`src/rtl/lif_pkg.sv`:
```
// Shared types and default constants for the leaky integrate-and-fire layer.
package lif_pkg;

  typedef enum logic [1:0] {
    StIdle,
    StUpdate,
    StOut
  } lif_state_e;

  localparam int unsigned DefVwidth    = 10;
  localparam int unsigned DefThreshold = 16;
  localparam int unsigned DefLeakShift = 2;
  localparam int unsigned RefrLoad     = 2;

endpackage

```
`src/rtl/lif_layer_update.sv`:
```
// Single-neuron datapath: leak, add current, saturate, compare against threshold.
module lif_update #(
  parameter int unsigned DATAWIDTH  = 8,
  parameter int unsigned VWIDTH     = lif_pkg::DefVwidth,
  parameter int unsigned THRESHOLD  = lif_pkg::DefThreshold,
  parameter int unsigned LEAK_SHIFT = lif_pkg::DefLeakShift
) (
  input  logic [VWIDTH-1:0]    v_i,
  input  logic [DATAWIDTH-1:0] c_i,
  output logic [VWIDTH-1:0]    v_next_o,
  output logic                 spike_o
);

  // One spare bit above the wider operand so the add cannot wrap before saturation.
  localparam int unsigned SumW = ((DATAWIDTH > VWIDTH) ? DATAWIDTH : VWIDTH) + 1;
  localparam logic [SumW-1:0] VMax = {{(SumW - VWIDTH){1'b0}}, {VWIDTH{1'b1}}};
  localparam logic [VWIDTH-1:0] Thr = VWIDTH'(THRESHOLD);

  logic [VWIDTH-1:0] leaked;
  logic [SumW-1:0]   sum;
  logic [VWIDTH-1:0] v_sat;

  always_comb begin
    leaked   = v_i - (v_i >> LEAK_SHIFT);
    sum      = SumW'(leaked) + SumW'(c_i);
    v_sat    = (sum > VMax) ? VMax[VWIDTH-1:0] : sum[VWIDTH-1:0];
    spike_o  = (v_sat >= Thr);
    v_next_o = spike_o ? '0 : v_sat;
  end

endmodule

```
`src/rtl/lif_layer.sv`:
```
// LIF neuron layer: latches a current frame, updates one neuron per cycle, emits a spike frame.
// Define LIF_REFRACTORY_EN to add a 2-frame refractory period after each spike.
module lif_layer
  import lif_pkg::*;
#(
  parameter int unsigned DATAWIDTH  = 8,
  parameter int unsigned NEURONS    = 16,
  parameter int unsigned VWIDTH     = DefVwidth,
  parameter int unsigned THRESHOLD  = DefThreshold,
  parameter int unsigned LEAK_SHIFT = DefLeakShift
) (
  input  logic                           clk,
  input  logic                           rst,
  input  logic [DATAWIDTH*NEURONS-1:0]   c_in,
  input  logic                           c_valid,
  output logic                           c_ready,
  output logic [DATAWIDTH*NEURONS-1:0]   spike_out,
  output logic                           spike_valid,
  input  logic                           spike_ready
);

  localparam int unsigned IdxW = (NEURONS > 1) ? $clog2(NEURONS) : 1;

  lif_state_e state_q, state_d;
  logic [IdxW-1:0] idx_q, idx_d;
  logic c_ready_q, c_ready_d;
  logic spike_valid_q, spike_valid_d;
  logic [DATAWIDTH*NEURONS-1:0] c_q;
  logic [DATAWIDTH*NEURONS-1:0] spike_q;
  logic [VWIDTH-1:0] v_q [NEURONS];

  logic accept;
  logic last_idx;
  logic [DATAWIDTH-1:0] c_cur;
  logic [VWIDTH-1:0] v_cur, v_upd;
  logic spk_upd;

  assign accept   = (state_q == StIdle) && c_valid && c_ready_q;
  assign last_idx = (idx_q == IdxW'(NEURONS - 1));
  assign c_cur    = c_q[idx_q*DATAWIDTH +: DATAWIDTH];
  assign v_cur    = v_q[idx_q];

  lif_update #(
    .DATAWIDTH  (DATAWIDTH),
    .VWIDTH     (VWIDTH),
    .THRESHOLD  (THRESHOLD),
    .LEAK_SHIFT (LEAK_SHIFT)
  ) u_update (
    .v_i      (v_cur),
    .c_i      (c_cur),
    .v_next_o (v_upd),
    .spike_o  (spk_upd)
  );

  always_comb begin
    state_d = state_q;
    idx_d   = idx_q;
    unique case (state_q)
      StIdle: begin
        if (accept) begin
          state_d = StUpdate;
          idx_d   = '0;
        end
      end
      StUpdate: begin
        if (last_idx) state_d = StOut;
        else          idx_d   = idx_q + 1'b1;
      end
      StOut: begin
        if (spike_valid_q && spike_ready) state_d = StIdle;
      end
      default: state_d = StIdle;
    endcase
    // Outputs are registered so reset can hold c_ready low while the FSM sits in idle.
    c_ready_d     = (state_d == StIdle);
    spike_valid_d = (state_q == StOut) && !(spike_valid_q && spike_ready);
  end

  always_ff @(posedge clk or negedge rst) begin
    if (!rst) begin
      state_q       <= StIdle;
      idx_q         <= '0;
      c_ready_q     <= 1'b0;
      spike_valid_q <= 1'b0;
      c_q           <= '0;
    end else begin
      state_q       <= state_d;
      idx_q         <= idx_d;
      c_ready_q     <= c_ready_d;
      spike_valid_q <= spike_valid_d;
      if (accept) c_q <= c_in;
    end
  end

`ifdef LIF_REFRACTORY_EN
  logic [1:0] refr_q [NEURONS];
  logic refr_busy;
  assign refr_busy = (refr_q[idx_q] != 2'd0);

  always_ff @(posedge clk or negedge rst) begin
    if (!rst) begin
      for (int unsigned j = 0; j < NEURONS; j++) begin
        v_q[j]    <= '0;
        refr_q[j] <= '0;
      end
      spike_q <= '0;
    end else if (state_q == StUpdate) begin
      if (refr_busy) begin
        v_q[idx_q]    <= '0;
        refr_q[idx_q] <= refr_q[idx_q] - 2'd1;
        spike_q[idx_q*DATAWIDTH +: DATAWIDTH] <= '0;
      end else begin
        v_q[idx_q] <= v_upd;
        if (spk_upd) refr_q[idx_q] <= 2'(RefrLoad);
        spike_q[idx_q*DATAWIDTH +: DATAWIDTH] <= DATAWIDTH'(spk_upd);
      end
    end
  end
`else
  always_ff @(posedge clk or negedge rst) begin
    if (!rst) begin
      for (int unsigned j = 0; j < NEURONS; j++) begin
        v_q[j] <= '0;
      end
      spike_q <= '0;
    end else if (state_q == StUpdate) begin
      v_q[idx_q] <= v_upd;
      spike_q[idx_q*DATAWIDTH +: DATAWIDTH] <= DATAWIDTH'(spk_upd);
    end
  end
`endif

  assign c_ready     = c_ready_q;
  assign spike_valid = spike_valid_q;
  assign spike_out   = spike_q;

endmodule

```
`config.mk`:
```
export PLATFORM = sky130hd
export DESIGN_NAME = lif_layer
export DESIGN_NICKNAME = d
export VERILOG_FILES = /design/src/rtl/lif_pkg.sv /design/src/rtl/lif_layer_update.sv /design/src/rtl/lif_layer.sv
export SDC_FILE = /design/constraint.sdc
export NUM_CORES = 1
export LEC_CHECK = 0
export CAP_MARGIN = 25
export CORE_MARGIN = 4
export CORE_UTILIZATION = 48
export CTS_CLUSTER_SIZE = 28
export DETAILED_ROUTE_END_ITERATION = 8
export PLACE_DENSITY_LB_ADDON = 0.1
export SYNTH_ARGS = -nofsm -noshare
export SYNTH_HDL_FRONTEND = slang
export SYNTH_SLANG_ARGS = --single-unit
export TNS_END_PERCENT = 50
```
`constraint.sdc`:
```
create_clock -name clk -period 5.75 [get_ports clk]
set_input_delay 1.15 -clock clk [delete_from_list [all_inputs] [get_ports clk]]
set_output_delay 1.15 -clock clk [all_outputs]
set_load 0.1 [all_outputs]
```
; Yosys cells after proc, flatten, opt, wreduce, memory -nomap -nowiden
; Cells that the tools add are included.
[op_classes]
n_eq_ne = 5
n_bitwise = 1
n_addsub = 4
muxes = 16
n_reduce_logical = 10
n_lt_le_gt_ge = 4
shift = 3
[ops]
columns = operator, n
row1 = bitwise mux 160 bit, 1
row2 = bitwise mux 128 bit, 1
row3 = "variable shift 8 x 34 -> 128 bit, first input constant", 1
row4 = indexed part select 128 x 8 -> 8 bit, 1
row5 = indexed part select 8 x 34 -> 128 bit, 1
row6 = 2-to-1 mux 10 bit, 5
row7 = binary-select mux 10 bit (select 4 bit), 1
row8 = demux 10 bit (select 4 bit), 1
row9 = negation 7 -> 34 bit, 1
row10 = adder 10 x 8 -> 11 bit, 1
row11 = "> comparator 11 x 10 -> 1 bit, second input constant", 1
row12 = ">= comparator 10 x 5 -> 1 bit, second input constant", 1
row13 = subtractor 10 x 8 -> 10 bit, 1
row14 = 2-to-1 mux 4 bit, 2
row15 = case mux 4 bit (2 select lines), 1
row16 = 2-to-1 mux 2 bit, 3
row17 = case mux 2 bit (3 select lines), 1
row18 = ">= comparator 5 bit, second input constant", 1
row19 = logical AND 1 bit, 5
row20 = "less-than comparator 5 x 1 -> 1 bit, second input constant", 1
row21 = NOT 4 -> 5 bit, 1
row22 = "adder 4 x 1 -> 4 bit, second input constant", 1
row23 = "equality test 4 bit, second input constant", 1
row24 = zero test 2 bit, 2
row25 = other kinds (6), 7
[totals]
word_cells = 65
out_inout_bits = 130
reg_bits = 424
input_bits = 132

; Longest topological paths before layout
[depth]
depth_word = 11
mapped_depth = 22
ltp_nobuf = 18

; By module
; Synthesis repeated with hierarchy kept, for this count alone.
[hier_totals]
cells_unflattened = 1398
area_unflattened_um2 = 16041.6
[by_module_without_submodules]
columns = module, area_each_um2, cells_per_inst, instances, seq_area_each_um2
row1 = lif_layer, 15199.6, 1283, 1, 7807.5
row2 = lif_update, 842.1, 115, 1, 0.0

; Least setup slack after synthesis
; No wires, ideal clock.
[synth_timing]
path_kind = reg2reg
start = register idx_q[0]
end = register spike_q[0] (netlist: spike_out[0])
required_ns = 5.625
setup_ns = 0.125
n_path_buf = 4
setup_slack_ns = 0.383
arrival_ns = 5.242
period_less_slack_ns = 5.367
stages_incl_launch_ff = 21
cell_sequence = dfrtp_1 buf_4 buf_2 buf_1 mux4_2 mux4_2 ha_1 nor2b_1 o31a_1 o21a_1 nor2_1 xnor2_1 ha_1 a21o_1 xor2_1 or3_1 a21oi_1 and4b_1 nand3_2 buf_2 mux2_2
[synth_between]
elab_chain_len = 11
elab_cells_between_ends = 14
classes_between = add/sub: 3 / order compare: 2 / shift: 3 / mux: 5 / bitwise: 1
[synth_lines]
columns = item, line_no
row1 = start: declaration, lif_layer.sv:25  ; logic [IdxW-1:0] idx_q, idx_d;
row2 = start signal: assignment, lif_layer.sv:88  ; idx_q <= idx_d;
row3 = NOT 4 -> 5 bit (implied by the code), lif_layer.sv:41  ; assign v_cur = v_q[idx_q];
row4 = binary-select mux 10 bit (select 4 bit), lif_layer.sv:41
row5 = 2-to-1 mux 10 bit (implied by the code) (2 in series), lif_layer.sv:41
row6 = subtractor 10 x 8 -> 10 bit, lif_layer_update.sv:24  ; leaked = v_i - (v_i >> LEAK_SHIFT);
row7 = adder 10 x 8 -> 11 bit, lif_layer_update.sv:25  ; sum = SumW'(leaked) + SumW'(c_i);
row8 = > comparator 11 x 10 -> 1 bit, lif_layer_update.sv:26  ; v_sat = (sum > VMax) ? VMax[VWIDTH-1:0] : sum[VWIDTH-1:0];
row9 = 2-to-1 mux 10 bit, lif_layer_update.sv:26
row10 = >= comparator 10 x 5 -> 1 bit, lif_layer_update.sv:27  ; spike_o = (v_sat >= Thr);
row11 = indexed part select 8 x 34 -> 128 bit, lif_layer.sv:128  ; spike_q[idx_q*DATAWIDTH +: DATAWIDTH] <= DATAWIDTH'(spk_upd);
row12 = bitwise mux 128 bit *, lif_layer.sv:128
row13 = end signal: indexed assignment, lif_layer.sv:128
row14 = end: declaration, lif_layer.sv:29  ; logic [DATAWIDTH*NEURONS-1:0] spike_q;
; Mark *: on every way between the ends. The rest lies on a longest branch, timed or not. The select of a mux whose other input is x is not followed.
; A chain may end at the register's enable or synchronous reset.

; Final worst setup path
[layout_timing]
start = register idx_q[0]
end = register spike_q[48] (netlist: spike_out[48])
; The elaborated chain is that of the path after synthesis.

==> impl_metrics.json <==
{
  "regArea_um2": 7820,
  "yosys.area.top_type": "dfrtp_1",
  "syn2layout_area_growth_pct": 17.7,
  "fill_cells": 2717,
  "whs_ns": 0.470,
  "async_flop_share_pct": 100,
  "holdBufCountCts": 0,
  "synthTopCellsByArea": "dfrtp_1, nand2_1, mux4_2",
  "finalMaxSlewViolations": 0,
  "rsz0062_at_grt": "no",
  "cts_made_buffers": 35,
  "period_needed_ns": 5.37,
  "critPathCapture": "spike_out[48]",
  "finalHoldViolCount": 0,
  "grt_max_degree": 111,
  "p_leak_nw": 8.53,
  "num_antenna_cells": 0,
  "reg2reg_depth": 19,
  "synth_area_um2": 15300,
  "die_area_um2": 34700,
  "cts-root-buf": "clkbuf_16",
  "synthTopCellsByCount": "nand2_1, dfrtp_1, buf_4",
  "placed_cells": 1976,
  "critPathMaxFanout": 80,
  "synth_flop_cell": "dfrtp_1",
  "port_buffers": 149,
  "fin_nets": 1768,
  "maxCapViolations": 0,
  "syn_avg_cell_area_um2": 10.3,
  "setup_viol": 0,
  "synth_seq_area_share_pct": 51.1,
  "crit_arrival_ns": 5.78,
  "r2r_end": "spike_out[48]",
  "critical_path_class": "reg2reg",
  "peakVddDrop_uv": 770,
  "yosysMostFrequentCell": "nand2_1",
  "synth_top_family_by_area": "simple AND/OR/NAND/NOR gates",
  "grt_pass1_wl_mm": 60.8,
  "design_area_um2": 18000,
  "dr.first_iter.drc_count": 948,
  "synthAdderAreaFrac_pct": 2.15,
  "core_area_um2": 31500,
  "hold_path.class": "reg2reg",
  "hp-start": "c_q[12]",
  "ant_nets": 0,
  "fp-row-count": 65,
  "intPower_mw": 6.02,
  "multi_input_area_um2": 6710,
  "clock_sinks": 312,
  "drt-pass1-iter-count": 5,
  "max_freq_mhz": 186,
  "synth-xor-area-share_pct": 0.631,
  "die_h_um": 186,
  "cts_setup_buffers": 0,
  "via_count": 10546,
  "critPathLaunchType": "register",
  "synth_compound_area_share_pct": 4.58,
  "p_switching_mw": 4.86,
  "chipWidth_um": 186,
  "gp_congestion": 0.878,
  "dpl.hpwl_mm": 25.9,
  "routed_via_density": 5.17,
  "r2r_slack_ns": 0.38,
  "finalSetupTns_ns": 0,
  "timing.final.ws_setup_ns": 0.376,
  "switching_share_pct": 44.7,
  "floorplan.initialDensity_pct": 48.5,
  "p_comb_share_pct": 49.6,
  "power.total_mw": 10.9,
  "drc": 0,
  "power.density_nw_per_um2": 605,
  "wl_mm": 37.2,
  "yosysWarnings": 0,
  "p_clk_share_pct": 20.9,
  "cp.required_ns": 6.16,
  "fin_cells": 2039,
  "crit_start": "idx_q[0]",
  "h-tree-depth": 2,
  "grt-ovfl-total": 0,
  "clkLatencyLatePin_ns": 0.52,
  "pin_count": 262,
  "tightestPinTransition_ns": 1.05,
  "synth_seq_cells": 312,
  "synth_cell_type_count": 46,
  "end_kind": "register",
  "ctsResizeCount": 0,
  "slew_headroom_pct": 30.0,
  "path_clk_slew_ns": 0.06,
  "muxShareOfSynthArea_pct": 13.8,
  "final_util_pct": 57.1,
  "finClkSkew_ns": 0.0148,
  "final.period_utilization_pct": 93.5,
  "synth-simple-area-share_pct": 19.9,
  "placed_cell_area_um2": 16800,
  "r2r-start": "idx_q[0]",
  "status": "completed",
  "first_global_vias": 10835,
  "drive_above_1_share_pct": 11.1,
  "place_worst_setup_slack_ns": 0.450,
  "synthCells": 1481,
  "track_usage_pct": 21.5,
  "synth_edf_count": 0,
  "wl_per_cell_um": 18.2,
  "yosysTopAreaCellShare_pct": 51.1,
  "antenna_found_initial": 1,
  "seqPwrFrac_pct": 29.5,
  "clockBufferDepth": 3,
  "cts_tree": "done"
}
==> critical path: stages, from the launching register on <==
cell	delay, ns
dfrtp_4	0.59
buf_12	0.20
mux4_2	0.52
mux4_2	0.53
inv_1	0.13
ha_1	0.23
nor2b_1	0.14
o31a_1	0.27
o21a_1	0.17
nor2_1	0.12
xnor2_1	0.19
ha_1	0.32
a21o_1	0.22
xor2_1	0.13
or3_1	0.30
a21oi_1	0.13
and4b_1	0.22
nand3_2	0.07
buf_4	0.35
mux2_2	0.37
==> state kept, by name, indices dropped and copies added (netlist names) <==
| signal | cells |
|---|---|
| c_q | 128 |
| c_ready | 1 |
| idx_q | 4 |
| spike_out | 16 |
| spike_valid | 1 |
| state_q | 2 |
| v_q | 160 |
==> layout by cell type (no fill, tap or decap), types with 4 or more instances in the layout <==
cell type and n:
buf_12 5, nor3_1 9, clkdlybuf4s50_1 148, clkbuf_16 36, nor2b_1 8, ha_1 23, a21oi_1 9, mux4_2 89
xnor2_1 7, mux2_2 8, and2_1 98, buf_4 13, inv_1 16, nand2b_1 4, a21o_1 4, conb_1 112
clkbuf_1 5, a211oi_1 6, nand3_1 18, xor2_1 4, dfrtp_1 310, clkbuf_8 11, clkinv_2 7, nand2_1 544
a32o_1 6, nor2_1 27, o21ai_0 70, o21a_1 4
==> cell families (layout without fill, tap and decap cells) <==
| kind of cell | after synthesis | count (layout) |
|---|---|---|
| flops | 312 | 312 |
| compound gates | 114 | 114 |
| fa+ha+maj | 25 | 25 |
| simple gates | 718 | 718 |
| xor+xnor | 11 | 11 |
| other cells | 1 | 112 |
| buf+inv | 201 | 246 |
| mux | 99 | 99 |
==> per-layer routing <==
metal | up-vias | track usage, % | routed length (um)
met3 | 52 | 4.30 | 2200
met1 | 5234 | 30.9 | 16600
li1 | 4941 | - | -
met4 | 2 | 4.61 | 629
met2 | 317 | 34.6 | 17700
met5 | - | 0 | 13
==> worst min path at each step <==
stage | to | slack, ns | cells after the start
final | c_q[12] | 0.47 | 2
after global routing | spike_valid | 0.48 | 1
after CTS | spike_valid | 0.47 | 1
after detailed placement | spike_valid | 0.46 | 1
after global placement | c_q[14] | 0.45 | 2
after floorplan | c_q[112] | 0.44 | 2
==> cell type report <==
cell class	instances	share of cell area (%)
clock buffer	52	5.96
multi-input combinational	1079	37.3
timing repair buffer	167	9.42
inverter	16	0.334
sequential	312	43.5
tap	402	2.80
clock inverter	11	0.668
==> power by group through the flow <==
stage	sequential [mW]	clock (mW)	combinational (mW)
final	3.21	2.27	5.39
after global routing	3.30	2.43	5.84
after CTS	3.22	2.32	5.40
after detailed placement	3.25	0	5.37
after global placement	3.23	0	5.31
after floorplan	3.44	0	3.68
Note: power is estimated with default switching activity, not from simulation.
